--- src/rtl/sig_gen_pkg.sv ---
// sig_gen_pkg: shared widths, FSM state type and request validation for sig_gen.
package sig_gen_pkg;

   localparam int FREQ_W   = 28;
   localparam int DUTY_W   = 7;
   localparam int DUTY_MAX = 100;
   localparam int PROD_W   = 40;
   localparam int LEN_W    = 6;

   typedef enum logic [1:0] {
      IDLE  = 2'd0,
      DIV_P = 2'd1,
      DIV_H = 2'd2,
      ARM   = 2'd3
   } state_t;

   // A request is usable when the frequency is nonzero, at most half the
   // clock rate, and the duty cycle is a percentage.
   function automatic logic req_valid(input logic [FREQ_W-1:0] freq,
                                      input logic [DUTY_W-1:0] duty,
                                      input int unsigned       half_clk);
      logic ok;
      ok = (freq != {FREQ_W{1'b0}}) &&
           ({4'd0, freq} <= half_clk) &&
           (duty <= DUTY_W'(DUTY_MAX));
      return ok;
   endfunction

endpackage

--- src/rtl/sig_gen_if.sv ---
// sig_gen_if: request/status bundle between a controller and sig_gen.
interface sig_gen_if #(parameter int CNT_W = 32);
   import sig_gen_pkg::*;

   logic [FREQ_W-1:0] freq_set;
   logic [DUTY_W-1:0] duty_set;
   logic              load;
   logic              busy;
   logic              err;
   logic [CNT_W-1:0]  period;

   modport master (output freq_set, duty_set, load, input busy, err, period);
   modport slave  (input freq_set, duty_set, load, output busy, err, period);

endinterface

--- src/rtl/seq_div.sv ---
// seq_div: restoring divider, one quotient bit per clock. The iteration count
// is chosen per start so a short dividend does not pay for the full width:
// the dividend is left-aligned so its top 'len' bits are consumed.
module seq_div #(
   parameter int W     = 40,
   parameter int LEN_W = $clog2(W + 1)
) (
   input  logic             clk,
   input  logic             rst_n,
   input  logic             start,
   input  logic [LEN_W-1:0] len,
   input  logic [W-1:0]     dividend,
   input  logic [W-1:0]     divisor,
   output logic             done,
   output logic [W-1:0]     quotient
);

   logic [W-1:0]     rem;
   logic [W-1:0]     dvs;
   logic [LEN_W-1:0] count;
   logic [W:0]       rem_sh;
   logic [W:0]       rem_sub;

   // Trial subtraction of the divisor from the shifted partial remainder.
   always_comb begin
      rem_sh  = {rem, quotient[W-1]};
      rem_sub = rem_sh - {1'b0, dvs};
   end

   // Iteration state: load on start, then shift one quotient bit per clock.
   always_ff @(posedge clk or negedge rst_n) begin
      if (!rst_n) begin
         rem      <= {W{1'b0}};
         dvs      <= {W{1'b0}};
         quotient <= {W{1'b0}};
         count    <= {LEN_W{1'b0}};
         done     <= 1'b0;
      end else if (start) begin
         rem      <= {W{1'b0}};
         dvs      <= divisor;
         quotient <= dividend << (LEN_W'(W) - len);
         count    <= len;
         done     <= 1'b0;
      end else if (count != {LEN_W{1'b0}}) begin
         if (rem_sh >= {1'b0, dvs}) begin
            rem      <= rem_sub[W-1:0];
            quotient <= {quotient[W-2:0], 1'b1};
         end else begin
            rem      <= rem_sh[W-1:0];
            quotient <= {quotient[W-2:0], 1'b0};
         end
         count <= count - LEN_W'(1);
         done  <= (count == LEN_W'(1));
      end else begin
         done <= 1'b0;
      end
   end

endmodule

--- src/rtl/sig_gen.sv ---
// sig_gen: programmable square-wave generator. Converts a frequency/duty
// request into period and high-time counts with one shared divider and
// switches to the new setting only at a period boundary.
// Optional feature macro: SIG_GEN_SYNC_EN adds the one-cycle 'sync' output.
module sig_gen #(
   parameter int CLK_HZ = 100_000_000,
   parameter int CNT_W  = 32
) (
   input  logic      clk_100M,
   input  logic      rst,
   sig_gen_if.slave  bus,
   output logic      sign_out
`ifdef SIG_GEN_SYNC_EN
   ,
   output logic      sync
`endif
);
   import sig_gen_pkg::*;

   localparam int unsigned     HALF_CLK = CLK_HZ / 2;
   localparam logic [LEN_W-1:0] LEN_P   = 6'd32;
   localparam logic [LEN_W-1:0] LEN_H   = 6'd40;

   state_t              state;
   state_t              next_state;
   logic [DUTY_W-1:0]   duty_lat;
   logic [CNT_W-1:0]    p_new;
   logic [CNT_W-1:0]    h_new;
   logic [CNT_W-1:0]    cnt;
   logic [CNT_W-1:0]    high;
   logic [CNT_W-1:0]    period;
   logic                busy;
   logic                err;
   logic                req_ok;
   logic                wrap;
   logic                lat_p;
   logic                lat_h;
   logic                apply;
   logic                div_start;
   logic                div_done;
   logic [LEN_W-1:0]    div_len;
   logic [PROD_W-1:0]   div_dividend;
   logic [PROD_W-1:0]   div_divisor;
   logic [PROD_W-1:0]   div_q;

   assign req_ok     = req_valid(bus.freq_set, bus.duty_set, HALF_CLK);
   assign wrap       = (period != {CNT_W{1'b0}}) && (cnt == period - CNT_W'(1));
   assign bus.busy   = busy;
   assign bus.err    = err;
   assign bus.period = period;

   seq_div #(.W(PROD_W), .LEN_W(LEN_W)) u_div (
      .clk      (clk_100M),
      .rst_n    (rst),
      .start    (div_start),
      .len      (div_len),
      .dividend (div_dividend),
      .divisor  (div_divisor),
      .done     (div_done),
      .quotient (div_q)
   );

   // Next-state logic and divider sequencing: P first, then H from P * duty.
   always_comb begin
      next_state   = state;
      div_start    = 1'b0;
      div_len      = LEN_P;
      div_dividend = PROD_W'(CLK_HZ);
      div_divisor  = {{(PROD_W-FREQ_W){1'b0}}, bus.freq_set};
      lat_p        = 1'b0;
      lat_h        = 1'b0;
      apply        = 1'b0;
      case (state)
         IDLE: begin
            if (bus.load && req_ok) begin
               next_state = DIV_P;
               div_start  = 1'b1;
            end else begin
               next_state = IDLE;
            end
         end
         DIV_P: begin
            if (div_done) begin
               next_state   = DIV_H;
               div_start    = 1'b1;
               div_len      = LEN_H;
               div_dividend = div_q * {{(PROD_W-DUTY_W){1'b0}}, duty_lat};
               div_divisor  = PROD_W'(DUTY_MAX);
               lat_p        = 1'b1;
            end else begin
               next_state = DIV_P;
            end
         end
         DIV_H: begin
            if (div_done) begin
               next_state = ARM;
               lat_h      = 1'b1;
            end else begin
               next_state = DIV_H;
            end
         end
         ARM: begin
            if ((period == {CNT_W{1'b0}}) || wrap) begin
               next_state = IDLE;
               apply      = 1'b1;
            end else begin
               next_state = ARM;
            end
         end
         default: begin
            next_state = IDLE;
         end
      endcase
   end

   // State register; busy covers every non-idle state.
   always_ff @(posedge clk_100M or negedge rst) begin
      if (!rst) begin
         state <= IDLE;
         busy  <= 1'b0;
      end else begin
         state <= next_state;
         busy  <= (next_state != IDLE);
      end
   end

   // Request capture: sticky error on rejects, duty kept for the H divide.
   always_ff @(posedge clk_100M or negedge rst) begin
      if (!rst) begin
         err      <= 1'b0;
         duty_lat <= {DUTY_W{1'b0}};
      end else if ((state == IDLE) && bus.load) begin
         err <= !req_ok;
         if (req_ok) begin
            duty_lat <= bus.duty_set;
         end
      end
   end

   // Computed settings waiting to be applied at the next period boundary.
   always_ff @(posedge clk_100M or negedge rst) begin
      if (!rst) begin
         p_new <= {CNT_W{1'b0}};
         h_new <= {CNT_W{1'b0}};
      end else begin
         if (lat_p) begin
            p_new <= CNT_W'(div_q);
         end
         if (lat_h) begin
            h_new <= CNT_W'(div_q);
         end
      end
   end

   // Period counter; new settings load exactly where the count wraps to 0.
   always_ff @(posedge clk_100M or negedge rst) begin
      if (!rst) begin
         cnt    <= {CNT_W{1'b0}};
         period <= {CNT_W{1'b0}};
         high   <= {CNT_W{1'b0}};
      end else if (apply) begin
         cnt    <= {CNT_W{1'b0}};
         period <= p_new;
         high   <= h_new;
      end else if (wrap) begin
         cnt <= {CNT_W{1'b0}};
      end else if (period != {CNT_W{1'b0}}) begin
         cnt <= cnt + CNT_W'(1);
      end else begin
         cnt <= {CNT_W{1'b0}};
      end
   end

   // Registered square wave; high while the count is inside the high time.
   always_ff @(posedge clk_100M or negedge rst) begin
      if (!rst) begin
         sign_out <= 1'b0;
      end else begin
         sign_out <= (cnt < high);
      end
   end

`ifdef SIG_GEN_SYNC_EN
   // Trigger pulse at the start of every running period.
   always_ff @(posedge clk_100M or negedge rst) begin
      if (!rst) begin
         sync <= 1'b0;
      end else begin
         sync <= (period != {CNT_W{1'b0}}) && (cnt == {CNT_W{1'b0}});
      end
   end
`endif

endmodule

--- src/flat_wrapper.sv ---
// flat-port wrapper written by rule: the top's interface ports become plain ports
module sig_gen_flat import sig_gen_pkg::*;
#(
   parameter int CLK_HZ = 100_000_000,
   parameter int CNT_W  = 32
)
  (clk_100M, rst, sign_out, bus_freq_set, bus_duty_set, bus_load, bus_busy, bus_err, bus_period);
  sig_gen_if #(.CNT_W(CNT_W)) bus_i ();
  input  logic clk_100M;
  input  logic rst;
  output logic sign_out;
  input wire logic [$bits(bus_i.freq_set)-1:0] bus_freq_set;
  input wire logic [$bits(bus_i.duty_set)-1:0] bus_duty_set;
  input wire logic [$bits(bus_i.load)-1:0] bus_load;
  output wire logic [$bits(bus_i.busy)-1:0] bus_busy;
  output wire logic [$bits(bus_i.err)-1:0] bus_err;
  output wire logic [$bits(bus_i.period)-1:0] bus_period;
  assign bus_i.freq_set = bus_freq_set;
  assign bus_i.duty_set = bus_duty_set;
  assign bus_i.load = bus_load;
  assign bus_busy = bus_i.busy;
  assign bus_err = bus_i.err;
  assign bus_period = bus_i.period;
  sig_gen #(.CLK_HZ(CLK_HZ), .CNT_W(CNT_W)) u_core (.clk_100M(clk_100M), .rst(rst), .bus(bus_i), .sign_out(sign_out));
endmodule
--- config.mk ---
export PLATFORM = sky130hd
export DESIGN_NAME = sig_gen_flat
export DESIGN_NICKNAME = d
export VERILOG_FILES = /design/src/rtl/sig_gen_pkg.sv /design/src/rtl/sig_gen_if.sv /design/src/rtl/seq_div.sv /design/src/rtl/sig_gen.sv /design/src/flat_wrapper.sv
export SDC_FILE = /design/constraint.sdc
export NUM_CORES = 1
export LEC_CHECK = 0
export ABC_AREA = 0
export BUFFER_PORTS_ARGS = -buffer_cell sky130_fd_sc_hd__buf_2
export CORE_MARGIN = 3
export CORE_UTILIZATION = 30
export CTS_CLUSTER_DIAMETER = 30
export CTS_CLUSTER_SIZE = 10
export DETAILED_ROUTE_END_ITERATION = 12
export PLACE_DENSITY = 0.43
export SLEW_MARGIN = 10
export SYNTH_ARGS = -nofsm -noshare
export SYNTH_HDL_FRONTEND = slang
export SYNTH_SLANG_ARGS = --single-unit
--- constraint.sdc ---
create_clock -name clk_100M -period 9.5 [get_ports clk_100M]
set_input_delay 1.9 -clock clk_100M [delete_from_list [all_inputs] [get_ports clk_100M]]
set_output_delay 1.9 -clock clk_100M [all_outputs]
set_load 0.005 [all_outputs]
==> results of run 1 <==
## cell type report
type / count / area [um2] / area share, %
repair buffers: 94 / 548 / 1.93
multi-input cells: 1866 / 15100 / 53.3
flip-flops and latches: 287 / 7180 / 25.4
clock buffers: 120 / 2520 / 8.89
clock inverters: 46 / 711 / 2.51
inverters: 262 / 983 / 3.47
well taps: 1040 / 1300 / 4.59
## where the power goes
group,internal (uW),switching [uW]
registers,1230,0
clock network,2230,904
logic,8.57,34.8
total,3470,939
## registers in the layout (all words and copies together) (netlist names)
name / count
u_core.u_div.done: 1
u_core.u_div.rem: 40
u_core.sign_out: 1
u_core.high: 32
u_core.state: 2
u_core.u_div.count: 6
u_core.duty_lat: 7
u_core.bus.err: 1
u_core.h_new: 32
u_core.cnt: 32
u_core.p_new: 32
u_core.u_div.quotient: 40
u_core.bus.busy: 1
u_core.u_div.dvs: 28
u_core.bus.period: 32
## per-layer routing
layer	wire length [um]	vias to the layer above	part of all wire, %
met2	32100	314	47
met3	2240	114	3.3
li1	-	8636	-
met4	1670	0	2.5
met1	31700	9193	47
met5	0	-	0
## layout by cell type (no fill, tap or decap), drive strengths merged, types with 18 or more instances in the layout
cell type	count
clkbuf	120
clkinv	21
nand2	267
inv	266
a21o	49
dfrtp	287
ha	110
xor2	62
nor3	44
nand3	43
mux2	103
a211oi	33
nor4	18
a21oi	107
a31oi	23
nand2b	19
xnor2	90
and2	204
o21ai	75
nand4	33
or3	18
fa	173
buf	94
nor2	168
mux2i	36
## logic make-up after synthesis
logic type | Yosys count | synth area share, %
and+or+nand+nor | 885 | 18.8
DFF | 287 | 30.1
buffers and inverters | 406 | 6.83
AOI/OAI and AO/OA | 407 | 11.3
xor gates and xnor gates | 152 | 5.58
muxes | 139 | 7.13
adders and majority gates | 283 | 20.3
## worst reg2reg max path: stages (launching register included)
cell and delay [ns]:
dfrtp_1 0.83, buf_4 0.38, and2_1 0.19, fa_1 0.44, fa_1 0.49, fa_1 0.55
inv_1 0.06, fa_1 0.53, inv_1 0.04, ha_1 0.34, a21oi_1 0.20, nand2_1 0.07
o21ai_0 0.47, o21ai_0 0.33, a31oi_1 0.44, o31ai_1 0.20, a311oi_1 0.82, o21bai_1 0.19
xnor2_1 0.19, a32oi_1 0.07
## final timing paths
path | startpoint | endpoint | depth (start not counted)
max in group asynchronous | rst | u_core.u_div.dvs[0] | 2
min | u_core.p_new[29] | u_core.p_new[29] | 2
max | u_core.duty_lat[2] | u_core.u_div.quotient[32] | 19
min reg2reg | u_core.p_new[29] | u_core.p_new[29] | 2
min in group asynchronous | rst | u_core.bus.period[9] | 1
max reg2reg | u_core.duty_lat[2] | u_core.u_div.quotient[32] | 19
## metrics by stage
step / worst slack (ns) / hold slack, ns
2_1_floorplan: 3.91 / 0.444
3_3_place_gp: 2.53 / 0.460
3_5_place_dp: 2.51 / 0.468
4_1_cts: 2.46 / 0.479
5_1_grt: 2.04 / 0.503
6_report: 2.50 / 0.474
==> metrics.md, run 1 <==
| Metric | Value |
|---|---|
| Chip width | `288 um` |
| Setup TNS | `0 ns` |
| Nets | `2924` |
| Setup Viol. Count Final | `0` |
| Commonest cells in the netlist | `dfrtp_1, nand2_1, inv_1` |
| Hpwl dp | `47.8 mm` |
| Maximum vdd ir drop | `141 uV` |
| CTS root buf | `clkbuf_16` |
| Seq/Total Area, Yosys | `30.1%` |
| Antenna Nets Post-Route | `0` |
| Worst endpoint required time | `9.96 ns` |
| Synthesized area per cell | `9.32 um2` |
| Primary FF master, synth | `dfrtp_1` |
| Netlist cell types | `84` |
| GR Layer Usage met3 | `under 10%` |
| Pwr Total | `approximately 4400 uW` |
| Largest net degree at the start of global routing | `137` |
| IO buf count | `72` |
| Max Fclk | `0.143 GHz` |
| DRC Markers | `0` |
| Synth Net Count | `2880` |
| Die H | `between 200 and 300 um` |
| Crit path cell chain | `buf_4 > and2_1 > fa_1 > fa_1 > fa_1 > inv_1 > fa_1 > inv_1 > ha_1 > a21oi_1 > nand2_1 > o21ai_0 > o21ai_0 > a31oi_1 > o31ai_1 > a311oi_1 > o21bai_1 > xnor2_1 > a32oi_1` |
| Relative slew slack | `29.3%` |
| Most Frequent Cell on Critical Path | `fa_1` |
| First-pass GRT wire length | `roughly 110 mm` |
| WS Path Type | `flip-flop to flip-flop` |
| Grt total ovfl | `0` |
| Max Cap Viol | `0` |
| Buf+Inv Stages, Crit Path | `3` |
| Vias | `about 18k` |
| Die ar. | `0.0829 mm2` |
| Design area | `0.0283 mm2` |
| CP Launch Type | `flip-flop` |
| Via count of the first global-routing pass | `19.5k` |
| Worst clock skew | `~0.045 ns` |
| Yosys top cell by area | `dfrtp_1` |
| Slowest cell on the critical path | `dfrtp_1` |
| Met1 usage | `22.7%` |
| Cell Area, Synth | `roughly 0.024 mm2` |
| CTS Hold Bufs | `0` |
| Max Root-Sink Buffers | `3` |
| Fin util | `36.3%` |
| Grt peak-use layer | `met2` |
| Initial antenna violation count | `0` |
| Proportion of layout cells with a drive suffix above 1 | `14.0%` |
| Crit-path max FO | `22` |
| Vias/cell | `4.91` |
| Synth top area cells | `dfrtp_1, fa_1, ha_1, and2_1, nand2_1` |
| Slowest Stage Delay on Critical Path | `0.83 ns` |
| Worst Setup End Kind | `flip-flop` |
| PwrDens | `156 mW/mm2` |
| Rows | `102` |
| ANT cells | `0` |
| Reg-to-reg slack, setup | `2.50 ns` |
| Clock sink count | `roughly 290` |
| Synthesis Warnings | `0` |
| Setup repair bufs after CTS | `0` |
| RSZ-0062 raised after global routing | `no` |
| Final Non-Filler Cells | `3715` |
| H-tree Lvls | `3` |
| Number of synthesized flops with an enable pin | `0` |
| Area grow syn2layout | `18.8%` |
| TritonCTS clock tree | `built` |
| M2 GR Usage | `27.8%` |
| Register bit total from synthesis | `between 200 and 300` |
| Placed cell count | `3549` |
| Async set or reset register ratio after synthesis | `100%` |
| Outcome | `complete, no violations` |
| GP Congestion | `0.833` |
| Number of fillers in the final layout | `7915` |
| Drt pass-1 iters | `5` |
| Final hold violation count | `0` |
| Core Area | `0.0781 mm2` |
| Fin. max-slew vios | `0` |
| Clk slew on worst S/H paths | `0.04 ns` |
| Minimum clock period | `7.00 ns` |
| Clock Latency Late Sink | `approximately 0.63 ns` |
| Routed WL | `slightly below 70 mm` |
| Leak Pwr | `0.0140 uW` |
| Initial Utilization | `approximately 31%` |
| Worst min-delay path class | `flip-flop to flip-flop` |
| Most frequent cell after synthesis | `dfrtp_1` |
| Crit-path leading delay family | `compound AO/OA/AOI/OAI gates` |
| Critical Path AT | `7.45 ns` |
| Final worst path period share | `about three quarters` |
| Average routed wire per standard cell | `18.2 um` |
| Area after DPL | `0.0251 mm2` |
| Io pins | `73` |
| Number of CTS-inserted buffers | `92` |
| Tot GR Track Use | `16.8%` |
| Top-area cell type share of the netlist area | `between 30% and 40%` |
| Mapped Cells | `approximately 2.6k` |
| Resize count post-CTS | `0` |
| Worst-margin pin slew | `1.06 ns` |
| DR iter-0 viols | `829` |
(Power assumes the default switching activity.)
==> inputs of run 2 (changes only) <==
==> constraint.sdc (replaced) <==
create_clock -name clk_100M -period 7 [get_ports clk_100M]
set_input_delay 1.4 -clock clk_100M [delete_from_list [all_inputs] [get_ports clk_100M]]
set_output_delay 1.4 -clock clk_100M [all_outputs]
set_load 0.005 [all_outputs]
==> metrics.md, run 2 (same netlist as run 1, synthesis figures left out) <==
| Metric | Value |
|---|---|
| Chip width | `~290 um` |
| CP Launch Type | `flip-flop` |
| Top Registers | `u_core.u_div.quotient x40, u_core.u_div.rem x40` |
| Most Frequent Cell on Critical Path | `fa_1` |
| Slowest Stage Delay on Critical Path | `1.08 ns` |
| Via count of the first global-routing pass | `19.8k` |
| ANT cells | `0` |
| RSZ-0062 raised after global routing | `no` |
| Internal power | `4930 uW` |
| Relative slew slack | `a little under a quarter` |
| Setup TNS | `0 ns` |
| Die ar. | `0.0829 mm2` |
| Drt pass-1 iters | `5` |
| Worst Setup SP | `u_core.duty_lat[4]` |
| Die H | `288 um` |
| Hpwl dp | `roughly 48 mm` |
| Slowest cell on the critical path | `dfrtp_1` |
| Max Root-Sink Buffers | `3` |
| Proportion of layout cells with a drive suffix above 1 | `14.5%` |
| TritonCTS clock tree | `built` |
| Fin. max-slew vios | `0` |
| Average routed wire per standard cell | `18.3 um` |
| Final worst slack | `0.419 ns` |
| Antenna Nets Post-Route | `0` |
| IO buf count | `a little over 70` |
| DRC Markers | `0` |
| Clock Latency Late Sink | `0.63 ns` |
| WS Path Type | `flip-flop to flip-flop` |
| Design area | `0.0286 mm2` |
| Crit-path leading delay family | `adder cells` |
| Io pins | `73` |
| Sw Share | `20.8%` |
| Clock sink count | `287` |
| Tot GR Track Use | `17.1%` |
| GP Congestion | `roughly 0.85` |
| Critical Path AT | `7.08 ns` |
| Max Cap Viol | `0` |
| Area after DPL | `0.0251 mm2` |
| Worst flop-to-flop path startpoint | `u_core.duty_lat[4]` |
| Initial antenna violation count | `2` |
| Crit path cell chain | `nand2_1 > fa_1 > fa_1 > inv_1 > fa_1 > inv_1 > fa_1 > inv_1 > ha_1 > o21a_1 > o31a_1 > o21ai_0 > o21ai_0 > a31oi_1 > o31ai_1 > a311oi_1 > buf_4 > o31ai_1 > mux2i_1 > nand2_1` |
| Core Area | `0.0781 mm2` |
| Minimum clock period | `between 6 and 7 ns` |
| R2R cell count | `20` |
| Area grow syn2layout | `19.7%` |
| Sequential power share | `26.8%` |
| CTS root buf | `clkbuf_16` |
| Worst min-delay path class | `flip-flop to flip-flop` |
| Crit-path max FO | `36` |
| Worst hold margin | `approximately 0.47 ns` |
| Rows | `102` |
| Final hold violation count | `0` |
| Clock share of power | `72.2%` |
| Buf+Inv Stages, Crit Path | `4` |
| Number of fillers in the final layout | `~7.9k` |
| Initial Utilization | `30.5%` |
| DR iter-0 viols | `roughly 710` |
| Net load switching power | `1290 uW` |
| Worst hold path cell count | `2` |
| Final worst path period share | `94.0%` |
| Worst-margin pin slew | `1.16 ns` |
| Fin util | `36.6%` |
| H-tree Lvls | `3` |
| Setup Viol. Count Final | `0` |
| Worst endpoint required time | `about 7.5 ns` |
| Outcome | `complete, no violations` |
| Number of CTS-inserted buffers | `93` |
| Grt total ovfl | `0` |
| Largest net degree at the start of global routing | `112` |
| Pre-CTS WS | `0.314 ns` |
| Worst clock skew | `0.0334 ns` |
| Vias | `18.2k` |
| PwrDens | `218 mW/mm2` |
| Clk slew on worst S/H paths | `around 0.04 ns` |
| Most frequent cells in the layout | `dfrtp_1, nand2_1, inv_1, and2_1, fa_1` |
| Nets | `2927` |
| Routed WL | `68.0 mm` |
| Comb power frac | `1.0%` |
| Worst Setup End Kind | `flip-flop` |
| Maximum vdd ir drop | `165 uV` |
| Hold path startpoint | `u_core.p_new[28]` |
| Worst path depth | `20` |
| Vias/cell | `4.88` |
| Max Fclk | `0.152 GHz` |
| Most common cell after layout, fill and taps aside | `dfrtp_1` |
| First-pass GRT wire length | `roughly 110 mm` |
| Leak Pwr | `between 0.01 and 0.015 uW` |
## run 2: layout make-up
class	instances	area (um2)	area share, %
Clock buffer	119	2580	9.05
Clock inverter	51	838	2.94
Inverter	262	983	3.44
Multi-Input combinational cell	1866	15100	52.8
Sequential cell	287	7180	25.2
Tap cell	1040	1300	4.56
Timing Repair Buffer	96	576	2.02
## run 2: per-layer routing
layer / global-route usage, % / up-vias / share of wire, %
met5: 0 / - / 0
li1: - / 8668 / -
met3: 2.69 / 121 / 3.2
met4: 5.14 / 0 / 2.6
met2: 28.8 / 283 / 48
met1: 22.5 / 9102 / 46
## run 2: worst register-to-register path, delay by kind of cell (launching register included)
family	cells	cell delay, ns
AOI/OAI and AO/OA	8	2.13
adders and majority gates	5	2.43
buffers and inverters	4	0.34
DFF	1	1.08
muxes	1	0.22
and+or+nand+nor	2	0.27
## run 2: per-stage QoR
step	cells	total power, uW
finish	3721	6220
CTS	3721	6320
global route	3721	6420
global placement	3551	1750
detailed placement	3551	1750
floorplan	2559	1690
## run 2: path summary, 6_finish.rpt
kind / endpoint / slack, ns
worst max-delay path: u_core.u_div.quotient[36] / 0.42
worst min-delay path: u_core.p_new[28] / 0.47
worst max register to register: u_core.u_div.quotient[36] / 0.42
worst min register to register: u_core.p_new[28] / 0.47
max in group asynchronous: u_core.p_new[26] / 4.86
min in group asynchronous: u_core.bus.period[11] / 0.81
## run 2: repair_timing
item | 4_1_cts | 5_1_grt
hold buffers | 0 | 0
gates resized for setup | 0 | 1
endpoints found under the setup margin | 0 | 3
buffers inserted | 0 | 0
## run 2: power by group through the flow
stage | clock (uW) | sequential, uW | combinational, uW
after CTS | 4580 | 1670 | 65.3
final | 4490 | 1670 | 60.6
after floorplan | 0 | 1690 | 3.48
after detailed placement | 0 | 1690 | 65.1
after global routing | 4690 | 1660 | 70.4
after global placement | 0 | 1690 | 64.5
==> inputs of run 3 (changes only) <==
==> constraint.sdc (replaced) <==
create_clock -name clk_100M -period 7 [get_ports clk_100M]
set_input_delay 0 -clock clk_100M [delete_from_list [all_inputs] [get_ports clk_100M]]
set_output_delay 0 -clock clk_100M [all_outputs]
set_load 0.005 [all_outputs]
==> metrics.md, run 3 (same netlist as run 1, synthesis figures left out) <==
| Metric | Value |
|---|---|
| Die H | `288 um` |
| Nets | `approximately 3.0k` |
| Most common cell after layout, fill and taps aside | `dfrtp_1` |
| Worst min-delay path class | `input port to flip-flop` |
| H-tree Lvls | `3` |
| Sw Share | `21.4%` |
| Average routed wire per standard cell | `between 15 and 20 um` |
| Clock sink count | `around 290` |
| Minimum clock period | `6.60 ns` |
| Worst clock skew | `0.0551 ns` |
| DR iter-0 viols | `between 800 and 900` |
| Initial antenna violation count | `0` |
| Area grow syn2layout | `21.1%` |
| Top Registers | `u_core.u_div.quotient x40, u_core.u_div.rem x40` |
| Crit-path max FO | `31` |
| RSZ-0062 raised after global routing | `no` |
| Max Fclk | `0.151 GHz` |
| Worst-margin pin slew | `1.06 ns` |
| Setup Viol. Count Final | `0` |
| PwrDens | `212 mW/mm2` |
| Grt total ovfl | `0` |
| Chip width | `around 290 um` |
| Clk slew on worst S/H paths | `0.05 ns` |
| Via count of the first global-routing pass | `between 15k and 20k` |
| Max Cap Viol | `0` |
| CTS root buf | `clkbuf_16` |
| Critical Path AT | `7.11 ns` |
| Clock share of power | `between 70 and 80%` |
| IO buf count | `72` |
| Final hold violation count | `0` |
| Worst Setup End Kind | `flip-flop` |
| Vias | `18.5k` |
| Tot GR Track Use | `16.9%` |
| Sequential power share | `27.2%` |
| Setup TNS | `0 ns` |
| Clock Latency Late Sink | `0.63 ns` |
| Number of CTS-inserted buffers | `90` |
| Fin. max-slew vios | `0` |
| Final worst path period share | `94.4%` |
| Largest net degree at the start of global routing | `143` |
| Rows | `102` |
| Comb power frac | `1.3%` |
| CP Launch Type | `flip-flop` |
| Final Non-Filler Cells | `3761` |
| Io pins | `73` |
| Placed cell count | `~3.6k` |
| Die ar. | `0.0829 mm2` |
| Routed WL | `68.3 mm` |
| First-pass GRT wire length | `111 mm` |
| Vias/cell | `a little under 5` |
| Core Area | `0.0781 mm2` |
| Hpwl dp | `48.2 mm` |
| Antenna Nets Post-Route | `0` |
| DRC Markers | `0` |
| Most frequent cells in the layout | `dfrtp_1, nand2_1, inv_1, and2_1, fa_1` |
| Setup repair bufs after CTS | `0` |
| Internal power | `around 4800 uW` |
| Drt pass-1 iters | `5` |
| Proportion of layout cells with a drive suffix above 1 | `14.5%` |
| Worst endpoint required time | `7.51 ns` |
| Net load switching power | `1310 uW` |
| GP Congestion | `0.823` |
| Maximum vdd ir drop | `161 uV` |
| Max Root-Sink Buffers | `3` |
| Outcome | `complete, no violations` |
| Initial Utilization | `30.5%` |
| WS Path Type | `flip-flop to flip-flop` |
| Leak Pwr | `0.0143 uW` |
| Relative slew slack | `just under 30%` |
| TritonCTS clock tree | `built` |
-- run 3: changes by cell type in the layout (fill, tap and decap cells not counted), moves of 2 or more --
cell and delta:
clkbuf_1 -2, dlygate4sd3_1 +37, clkinvlp_4 +4, clkinv_4 -2, clkinv_8 -2, clkbuf_16 -2
clkbuf_8 -4, clkinv_2 +4, buf_4 +4
-- run 3: worst paths after layout --
kind | cells after the start | start | endpoint | slack [ns]
worst max-delay path | 20 | u_core.duty_lat[4] | u_core.u_div.quotient[36] | 0.40
worst min-delay path | 5 | bus_freq_set[26] | u_core.duty_lat[6] | 0.09
worst max register to register | 20 | u_core.duty_lat[4] | u_core.u_div.quotient[36] | 0.40
worst min register to register | 2 | u_core.p_new[21] | u_core.p_new[21] | 0.47
max in group asynchronous | 4 | rst | u_core.u_div.dvs[21] | 5.40
min in group asynchronous | 3 | rst | u_core.high[13] | 0.37
-- run 3: cell type report --
type,count,area (um2)
fill,7894,49200
inverter,262,983
sequential,287,7180
clock inverter,56,847
clock buffer,111,2470
tap,1040,1300
timing repair buffer,138,1000
multi-input combinational,1866,15100
antenna,1,2.50
-- run 3: critical path: stages (launching register included) --
cell,delay (ns)
dfrtp_1,1.01
nand2_1,0.16
fa_1,0.52
fa_1,0.55
inv_1,0.05
fa_1,0.53
inv_1,0.06
fa_1,0.53
inv_1,0.04
ha_1,0.32
o21a_1,0.14
o31a_1,0.18
o21ai_0,0.18
o21ai_0,0.46
a31oi_1,0.29
o31ai_1,0.45
a311oi_1,0.15
buf_4,0.18
o31ai_1,0.34
mux2i_1,0.23
nand2_1,0.07
-- run 3: what timing repair did --
action,CTS,global route
endpoints found under the setup margin,0,1
gates resized for setup,0,1
endpoints found under the hold margin,118,0
hold buffers,38,0
-- run 3: metal layers --
metal | share of wire, % | vias to the layer above | global-route usage (%)
met2 | 47 | 323 | 28.0
li1 | - | 8752 | -
met1 | 47 | 9281 | 22.9
met5 | 0 | - | 0
met4 | 2.2 | 0 | 4.83
met3 | 3.6 | 106 | 2.45
-- run 3: stage by stage --
stage | setup WS (ns) | util (%) | hold slack [ns] | cell area, um2 | power (uW)
2_1_floorplan | 1.41 | - | -0.296 | 23800 | 1690
3_3_place_gp | 0.633 | 32.2 | 0.0630 | 25200 | 1750
3_5_place_dp | 0.412 | 32.2 | 0.0682 | 25200 | 1750
4_1_cts | 0.363 | 37.0 | 0.0555 | 28900 | 6210
5_1_grt | 0.0199 | 37.0 | 0.149 | 28900 | 6320
6_report | 0.395 | 37.0 | 0.0947 | 28900 | 6120
-- run 3: power by group through the flow --
| stage | clock, uW | combinational (uW) | sequential [uW] |
|---|---|---|---|
| 5_1_grt | 4560 | 88.5 | 1660 |
| 4_1_cts | 4460 | 82.4 | 1670 |
| 3_5_place_dp | 0 | 63.9 | 1690 |
| 3_3_place_gp | 0 | 63.5 | 1690 |
| 6_report | 4380 | 78.2 | 1670 |
| 2_1_floorplan | 0 | 3.48 | 1690 |
